===== config.mk =====
export PLATFORM = sky130hd
export DESIGN_NAME = sprite_line_scheduler
export DESIGN_NICKNAME = d
export VERILOG_FILES = /design/src/rtl/sprite_line_scheduler.sv
export SDC_FILE = /design/constraint.sdc
export NUM_CORES = 1
export LEC_CHECK = 0
export CORE_MARGIN = 2
export CORE_UTILIZATION = 57
export CTS_CLUSTER_DIAMETER = 60
export CTS_CLUSTER_SIZE = 20
export DETAILED_ROUTE_END_ITERATION = 8
export GPL_TIMING_DRIVEN = 0
export PLACE_DENSITY = 0.86
export SYNTH_ARGS = -nofsm -noshare
export SYNTH_HDL_FRONTEND = slang
export SYNTH_SLANG_ARGS = --single-unit

===== constraint.sdc =====
create_clock -name clk -period 8 [get_ports clk]
set_input_delay 1.2 -clock clk [delete_from_list [all_inputs] [get_ports clk]]
set_output_delay 1.2 -clock clk [all_outputs]
set_load 0.03 [all_outputs]

===== src/rtl/sprite_line_scheduler.sv =====
// Per-scanline sprite scheduler: scans the attribute store on hblank and commits a
// priority-ordered active list. Optional overflow pulse: SPRITE_SCHED_OVERFLOW_IRQ_EN.
module sprite_line_scheduler #(
  parameter int unsigned MAX_SPRITES = 8,
  parameter int unsigned SLOTS       = 4,
  parameter int unsigned IDW         = $clog2(MAX_SPRITES)
) (
  input  logic                  clk,
  input  logic                  reset,
  input  logic                  hblank_start,
  input  logic                  vsync_start,
  input  logic [9:0]            next_y,
  output logic [IDW-1:0]        attr_addr,
  input  logic [9:0]            attr_y,
  input  logic [3:0]            attr_h,
  input  logic                  attr_en,
  output logic                  busy,
  output logic                  list_ready,
  output logic [SLOTS-1:0]      slot_valid,
  output logic [SLOTS*IDW-1:0]  slot_id,
  output logic [SLOTS*4-1:0]    slot_row,
  output logic                  overflow,
  output logic                  overflow_irq
);

  localparam int unsigned CW = $clog2(SLOTS + 1);

  typedef enum logic [1:0] {IDLE, SCAN, DRAIN, COMMIT} state_t;

  state_t          state;
  state_t          state_next;
  logic            start;
  logic            eval_valid;
  logic [IDW-1:0]  eval_idx;
  logic [9:0]      line_y;
  logic [9:0]      diff;
  logic            hit;
  logic            full;
  logic            ovf_hit;
  logic [CW-1:0]   work_count;
  logic [IDW-1:0]  work_id  [SLOTS];
  logic [3:0]      work_row [SLOTS];

  // Next-state and hit evaluation; vsync overrides everything except a coincident hblank
  always_comb begin
    state_next = state;
    start      = 1'b0;
    diff       = line_y - attr_y;
    hit        = 1'b0;
    full       = (work_count == CW'(SLOTS));
    ovf_hit    = 1'b0;
    case (state)
      IDLE:   if (hblank_start) state_next = SCAN;
      SCAN:   if (attr_addr == IDW'(MAX_SPRITES - 1)) state_next = DRAIN;
      DRAIN:  state_next = COMMIT;
      COMMIT: state_next = IDLE;
      default: state_next = IDLE;
    endcase
    if (vsync_start) state_next = hblank_start ? SCAN : IDLE;
    start = hblank_start && ((state == IDLE) || vsync_start);
    if (eval_valid && !vsync_start && attr_en && (diff <= {6'b0, attr_h})) hit = 1'b1;
    ovf_hit = hit && full;
  end

  // State, scan counter, working list and committed outputs
  always_ff @(posedge clk) begin
    if (reset) begin
      state      <= IDLE;
      attr_addr  <= '0;
      busy       <= 1'b0;
      list_ready <= 1'b0;
      eval_valid <= 1'b0;
      eval_idx   <= '0;
      line_y     <= '0;
      work_count <= '0;
      slot_valid <= '0;
      slot_id    <= '0;
      slot_row   <= '0;
      overflow   <= 1'b0;
      for (int s = 0; s < int'(SLOTS); s++) begin
        work_id[s]  <= '0;
        work_row[s] <= '0;
      end
    end else begin
      state      <= state_next;
      busy       <= (state_next != IDLE);
      list_ready <= 1'b0;
      eval_valid <= (state == SCAN) && !vsync_start;
      eval_idx   <= attr_addr;

      if (start) begin
        attr_addr  <= '0;
        line_y     <= next_y;
        work_count <= '0;
        for (int s = 0; s < int'(SLOTS); s++) begin
          work_id[s]  <= '0;
          work_row[s] <= '0;
        end
      end else begin
        if (state == SCAN) attr_addr <= attr_addr + IDW'(1);
        if (hit && !full) begin
          for (int s = 0; s < int'(SLOTS); s++) begin
            if (CW'(s) == work_count) begin
              work_id[s]  <= eval_idx;
              work_row[s] <= diff[3:0];
            end
          end
          work_count <= work_count + CW'(1);
        end
      end

      if (ovf_hit) overflow <= 1'b1;

      if (state == COMMIT && !vsync_start) begin
        list_ready <= 1'b1;
        for (int s = 0; s < int'(SLOTS); s++) begin
          slot_valid[s]          <= (CW'(s) < work_count);
          slot_id[s*IDW +: IDW]  <= work_id[s];
          slot_row[s*4 +: 4]     <= work_row[s];
        end
      end

      if (vsync_start) begin
        overflow   <= 1'b0;
        slot_valid <= '0;
      end
    end
  end

`ifdef SPRITE_SCHED_OVERFLOW_IRQ_EN
  // Pulse only on the first dropped sprite of a frame
  always_ff @(posedge clk) begin
    if (reset) overflow_irq <= 1'b0;
    else       overflow_irq <= ovf_hit && !overflow;
  end
`else
  assign overflow_irq = 1'b0;
`endif

endmodule


==> flow_summary.toml, run 1 <==
[grt]
grtUsageTotal_pct = 23.75
grt_pass1_wl_um = 13700
first_global_vias = 3041
grt_overflow = 0
antenna_found_initial = 0
grt_start_max_net_pins = 15

[die]
num_io_pins = 68
start_util_pct = 59.87
die_y_um = 86.13
coreArea_sq_mm = 0.006422
die_area_sq_mm = 0.007418
die_x_um = 86.13
placementRows = 29

[routing]
via_per_inst = 5.470
dr.pass1.iters = 4
drc = 0
drt_iter0_drc = 152
drtAntennaViolNets = 0
dr_total_vias = 3156
wl_per_cell_um = 14.22
wl_um = 8204

[cts]
cts_sinks = 85
postCtsSetupRepairBufs = 0
hold_buffers = 0
insertion_delay_ns = 0.35
cts_root_buffer = "clkbuf_8"
clockBufferDepth = 2
cts_tree = "built"
cts_buffers = 9
htreeDepth = 3
clk_pin_slew_worst_paths_ns = 0.08
ctsResizeCount = 0

[timing]
hold_viol_final = 0
max_freq_ghz = 0.1870
setup_tns_ns = 0
fin_skew_ns = 0.01429
setup_viol_count_final = 0
maxSlewHeadroom_pct = 24.17
tightestPinTransition_ns = 1.126
maxSlewViolCount = 0
rsz0062_at_grt = "false"
finalCritPeriodShare_pct = 66.85
post-route-min-period_ns = 5.348

[worst_setup_path]
crit_family = "compound AO/OA/AOI/OAI gates"
slowest_delay_ns = 0.89
worstPathArrival_ns = 5.31
critPathBufInv = 4
crit_required_ns = 7.96
crit_type = "in -> reg"
cp-start-kind = "input port"
critPathCaptureType = "flip-flop"
cpMaxStageDelayCell = "o21ai_0"
path_cells = "clkdlybuf4s50_1 > inv_1 > ha_1 > nor2b_1 > o31a_1 > a21o_1 > inv_1 > ha_1 > and2_1 > o21ai_0 > a32oi_1 > nor3_1 > o211a_1 > nand2_4 > buf_2 > o21ai_0"
cp_max_fo = 10

[synth]
postSynthNetCount = 466
synth-seq-area-share_pct = 49.72
synthCells = 418
yosys_warnings = 0
syn_avg_cell_area_sq_um = 9.198
netlist_area_sq_mm = 0.003845
ys_types = 50
ys_async_sr_fraction_pct = 0
synth_flop_cell = "dfxtp_1"
ys_ff_latch = 85
synth-edff-count = 21

[flow_run]
cap_viol_max_count = 0

[worst_hold_path]
hp-class = "reg -> reg"

[power_and_ir_drop]
power.density_mw_per_mm2 = 171.2
cellLeakagePower_nw = 1.828
max-vdd-ir-drop_mv = 0.09498

[final_layout]
syn_to_final_growth_pct = 23.98
fin_nets = 543
final_cell_mix = "73 x nand2_1, 66 x clkdlybuf4s50_1, 64 x dfxtp_1"
drive_gt1_share_pct = 5.800
layout_commonest_cell = "nand2_1"
finish.utilization_pct = 74.23
antenna_cells = 0

[place]
post-dp-hpwl_um = 6201
gp_congestion = 0.8835
port_buffers = 66

[run_status]
status = "finished, final reports clean"
cell usage after synthesis (2+ instances only):
| cell type | number | area share (%) |
|---|---|---|
| a31oi_1 | 2 | 0.33 |
| inv_1 | 23 | 2.2 |
| nand2_1 | 73 | 7.1 |
| nor2_1 | 33 | 3.2 |
| a211oi_1 | 4 | 0.78 |
| clkbuf_1 | 18 | 1.8 |
| and2_1 | 2 | 0.33 |
| nand2b_1 | 6 | 0.98 |
| o22ai_1 | 2 | 0.33 |
| nand3_1 | 3 | 0.39 |
| o31ai_1 | 2 | 0.39 |
| nor2b_1 | 9 | 1.5 |
| nor4_1 | 22 | 3.6 |
| ha_1 | 18 | 5.9 |
| edfxtp_1 | 21 | 16 |
| a21oi_1 | 38 | 4.9 |
| dfxtp_1 | 64 | 33 |
| mux2i_1 | 19 | 4.9 |
| nand4_1 | 2 | 0.33 |
| and3_1 | 2 | 0.33 |
| o21ai_0 | 10 | 1.3 |
| nor3_1 | 4 | 0.52 |
| xnor2_1 | 3 | 0.68 |
| buf_1 | 3 | 0.29 |
| xor2_1 | 3 | 0.68 |
| or2_2 | 8 | 1.3 |
report_power, final:
part,total (mW),switching (mW),leakage [nW],internal [mW]
Clock,0.262,0.150,0.0817,0.112
Sequential,0.454,0.00466,0.749,0.449
Combinational,0.100,0.0568,0.996,0.0433
worst min-delay path: stages, from the launching register on:
cell and delay (ns):
dfxtp_1 0.31, nand2_1 0.05, a21oi_1 0.05
area by class of cell:
type	instances	area, sq um
Timing Repair Buffer	66	660.6
Multi-Input combinational cell	286	1744
Sequential cell	85	1912
Fill cell	475	1655
Inverter	23	86.33
Clock buffer	10	127.6
Buffer	24	102.6
Tap cell	77	96.34
Clock inverter	6	37.54
path summary, 6_finish.rpt:
check	start	to	slack [ns]	cells past startpoint
max	attr_y[1]	work_row[3][1]	2.65	16
min	slot_row[14]	slot_row[14]	0.45	2
min reg2reg	slot_row[14]	slot_row[14]	0.45	2
max reg2reg	line_y[0]	work_row[3][1]	3.63	14
layer usage:
layer  up-vias  part of all wire, %  GRT usage (%)
met4         0                  1.3          8.658
met5         -                    0              0
li1       1595                    -              -
met2        68                   51          40.94
met3        10                  4.4          6.160
met1      1483                   43          28.54
cells by family after synthesis:
kind of cell / count (synthesis) / share of synthesized area [%]
compound gates: 71 / 11.39
buf+inv: 47 / 4.913
xor+xnor: 6 / 1.367
simple gates: 170 / 21.18
fa+ha+maj: 19 / 6.378
flops: 85 / 49.72
other cells: 1 / 0.09753
mux: 19 / 4.946
stage by stage:
stage	setup slack (ns)	instance area [sq um]	power (mW)	cells	hold slack, ns
2_1_floorplan	3.569	3845	0.5283	418	0.4322
3_3_place_gp	2.395	4602	0.5593	561	0.4431
3_5_place_dp	2.290	4602	0.5638	561	0.4445
4_1_cts	2.660	4767	0.8198	577	0.4559
5_1_grt	2.350	4767	0.8495	577	0.4730
6_report	2.652	4767	0.8161	577	0.4539
sequential cells by signal, summed over array words and instances, names as in the netlist:
name        count
list_ready      1
state           2
eval_valid      1
work_count      3
attr_addr       3
eval_idx        3
line_y         10
slot_row       16
slot_id        12
work_row       16
overflow        1
busy            1
work_id        12
slot_valid      4
Power figures use the tool's default switching activity.
==> run 2: changes to the inputs <==
--- a/config.mk
+++ b/config.mk
@@ -6,12 +6,12 @@
 export NUM_CORES = 1
 export LEC_CHECK = 0
 export CORE_MARGIN = 2
-export CORE_UTILIZATION = 57
+export CORE_UTILIZATION = 47
 export CTS_CLUSTER_DIAMETER = 60
 export CTS_CLUSTER_SIZE = 20
 export DETAILED_ROUTE_END_ITERATION = 8
 export GPL_TIMING_DRIVEN = 0
-export PLACE_DENSITY = 0.86
+export PLACE_DENSITY = 0.76
 export SYNTH_ARGS = -nofsm -noshare
 export SYNTH_HDL_FRONTEND = slang
 export SYNTH_SLANG_ARGS = --single-unit
==> constraint.sdc (replaced) <==
create_clock -name clk -period 4.89 [get_ports clk]
set_input_delay 0.7335 -clock clk [delete_from_list [all_inputs] [get_ports clk]]
set_output_delay 0.7335 -clock clk [all_outputs]
set_load 0.03 [all_outputs]
==> run 2 against run 1 <==
Effect of this change:
- largest power group unchanged
- clock power grew 97%
- clock skew fell by 0.0020 ns
- global-route usage is 3.8 points lower
- sequential cell count did not move
- sequential power is 63% higher
- first-iteration DRC count grew 22%
- sequential share of layout area down 0.58 points
- critical path type unchanged
- largest cell class unchanged
- core utilization shrank 12 points
- die area is 20% higher
- cell count up 4.3%
==> flow_summary.toml, run 2 (same netlist as run 1, synthesis figures left out) <==
[routing]
drc = 0
drt_iter0_drc = 186
via_per_inst = 5.121
drtAntennaViolNets = 0
wl_um = 8185
dr_total_vias = 3083
wl_per_cell_um = 13.60
dr.pass1.iters = 4

[timing]
hold_viol_final = 0
tightestPinTransition_ns = 0.7394
maxSlewHeadroom_pct = 50.71
setup_viol_count_final = 0
max_freq_ghz = 0.2168
maxSlewViolCount = 0
rsz0062_at_grt = "false"
finalCritPeriodShare_pct = 94.33
post-route-min-period_ns = 4.613
fin_skew_ns = 0.01232

[worst_setup_path]
worstPathArrival_ns = 4.61
reg2reg_setup_slack_ns = 0.73
cp_max_fo = 10
slowest_delay_ns = 0.60
crit_type = "in -> reg"
r2r_cells = 14
reg2reg_from = "line_y[0]"
crit_family = "compound AO/OA/AOI/OAI gates"
cpMaxStageDelayCell = "o21ai_1"
path_cells = "clkdlybuf4s50_1 > ha_1 > fa_1 > xor2_1 > inv_1 > ha_1 > and2_1 > o21ai_0 > a32oi_1 > nor3_1 > o211a_1 > nand2_4 > buf_2 > o21ai_1"
critPathCaptureType = "flip-flop"
crit_required_ns = 4.88
crit_top_cell = "ha_1"
r2r_end = "work_row[3][1]"
cp-start-kind = "input port"
critPathBufInv = 3

[worst_hold_path]
hp-class = "reg -> reg"
worstHoldStart = "slot_row[6]"
hold_depth = 2
min_to = "slot_row[6]"

[final_layout]
finish.utilization_pct = 61.96
design_area_sq_mm = 0.004837
drive_gt1_share_pct = 6.400
layout_commonest_cell = "nand2_1"
fillCellCount = 689
reg_top3 = "slot_row x16, work_row x16"
syn_to_final_growth_pct = 25.81
final_cell_mix = "73 x nand2_1, 66 x clkdlybuf4s50_1, 64 x dfxtp_1"
antenna_cells = 0
fin_nets = 543

[cts]
cts_buffers = 9
cts_tree = "built"
insertion_delay_ns = 0.36
hold_buffers = 0
clockBufferDepth = 2
cts_root_buffer = "clkbuf_8"
htreeDepth = 3
cts_sinks = 85
clk_pin_slew_worst_paths_ns = 0.09

[place]
dpl_cell_area_sq_mm = 0.004633
port_buffers = 66
gp_congestion = 0.8377
post-dp-hpwl_um = 6085

[grt]
antenna_found_initial = 0
grtUsageTotal_pct = 19.97
grt_pass1_wl_um = 13860
first_global_vias = 3065
grt_overflow = 0
grt_start_max_net_pins = 17

[run_status]
status = "finished, final reports clean"

[power_and_ir_drop]
power.density_mw_per_mm2 = 294.1
cellLeakagePower_nw = 1.848
max-vdd-ir-drop_mv = 0.1677

[die]
placementRows = 32
die_area_sq_mm = 0.008920
start_util_pct = 49.25
num_io_pins = 68
die_y_um = 94.45
die_x_um = 94.45
coreArea_sq_mm = 0.007807

[flow_run]
cap_viol_max_count = 0
## run 2: cell count changes in the layout (fill, tap and decap cells not counted), sizes merged
cell	change
inv	+2
clkbuf	-1
bufinv	+1
clkinv	-2
## run 2: metal layers
layer	global-route usage, %	wire, um
met1	24.28	3739
met2	34.52	4056
met3	3.751	324
met4	8.816	64
met5	0	0
## run 2: worst min-delay path: stages, from the launching register on
cell	delay (ns)
dfxtp_1	0.32
nand2_1	0.05
a21oi_1	0.05
## run 2: area by class of cell
type	instances	area (sq um)	share of cell area (%)
clock buffers	9	123.9	2.561
flip-flops and latches	85	1912	39.52
clock inverters	7	80.08	1.655
well taps	102	127.6	2.638
inverters	23	86.33	1.785
repair buffers	66	660.6	13.66
multi-input cells	286	1744	36.06
plain buffers	24	102.6	2.121
## run 2: power breakdown
part	switching, mW	total (mW)	internal [mW]
Sequential	0.00756	0.742	0.735
Clock	0.273	0.516	0.243
Combinational	0.0929	0.164	0.0712
Total	0.373	1.42	1.05
## run 2: worst max path at each step
| stage | cells after the start | slack (ns) | end | startpoint |
|---|---|---|---|---|
| global placement | 16 | -0.22 | work_id[3][0] | attr_y[1] |
| global route | 14 | 0.03 | work_row[3][1] | attr_y[0] |
| finish | 14 | 0.28 | work_row[3][1] | attr_y[0] |
| floorplan | 13 | 0.93 | work_id[0][0] | attr_y[0] |
| detailed placement | 14 | -0.40 | work_row[0][3] | attr_y[0] |
| CTS | 14 | 0.09 | work_row[1][2] | attr_y[0] |
## run 2: timing repair
action / in CTS / in global routing
endpoints found under the setup margin: 14 / 7
resized for setup: 2 / 1
cloned: 0 / 0
setup buffers: 0 / 0
## run 2: through the flow
stage / std cells / setup TNS, ns / setup slack (ns) / power (mW) / hold WS [ns]
after CTS: 602 / 0 / 0.08946 / 1.431 / 0.4599
after detailed placement: 586 / -7.306 / -0.3969 / 0.9225 / 0.4475
final: 602 / 0 / 0.2773 / 1.423 / 0.4567
after global placement: 586 / -3.715 / -0.2218 / 0.9161 / 0.4441
after floorplan: 418 / 0 / 0.9253 / 0.8643 / 0.4322
after global routing: 602 / 0 / 0.03049 / 1.480 / 0.4792
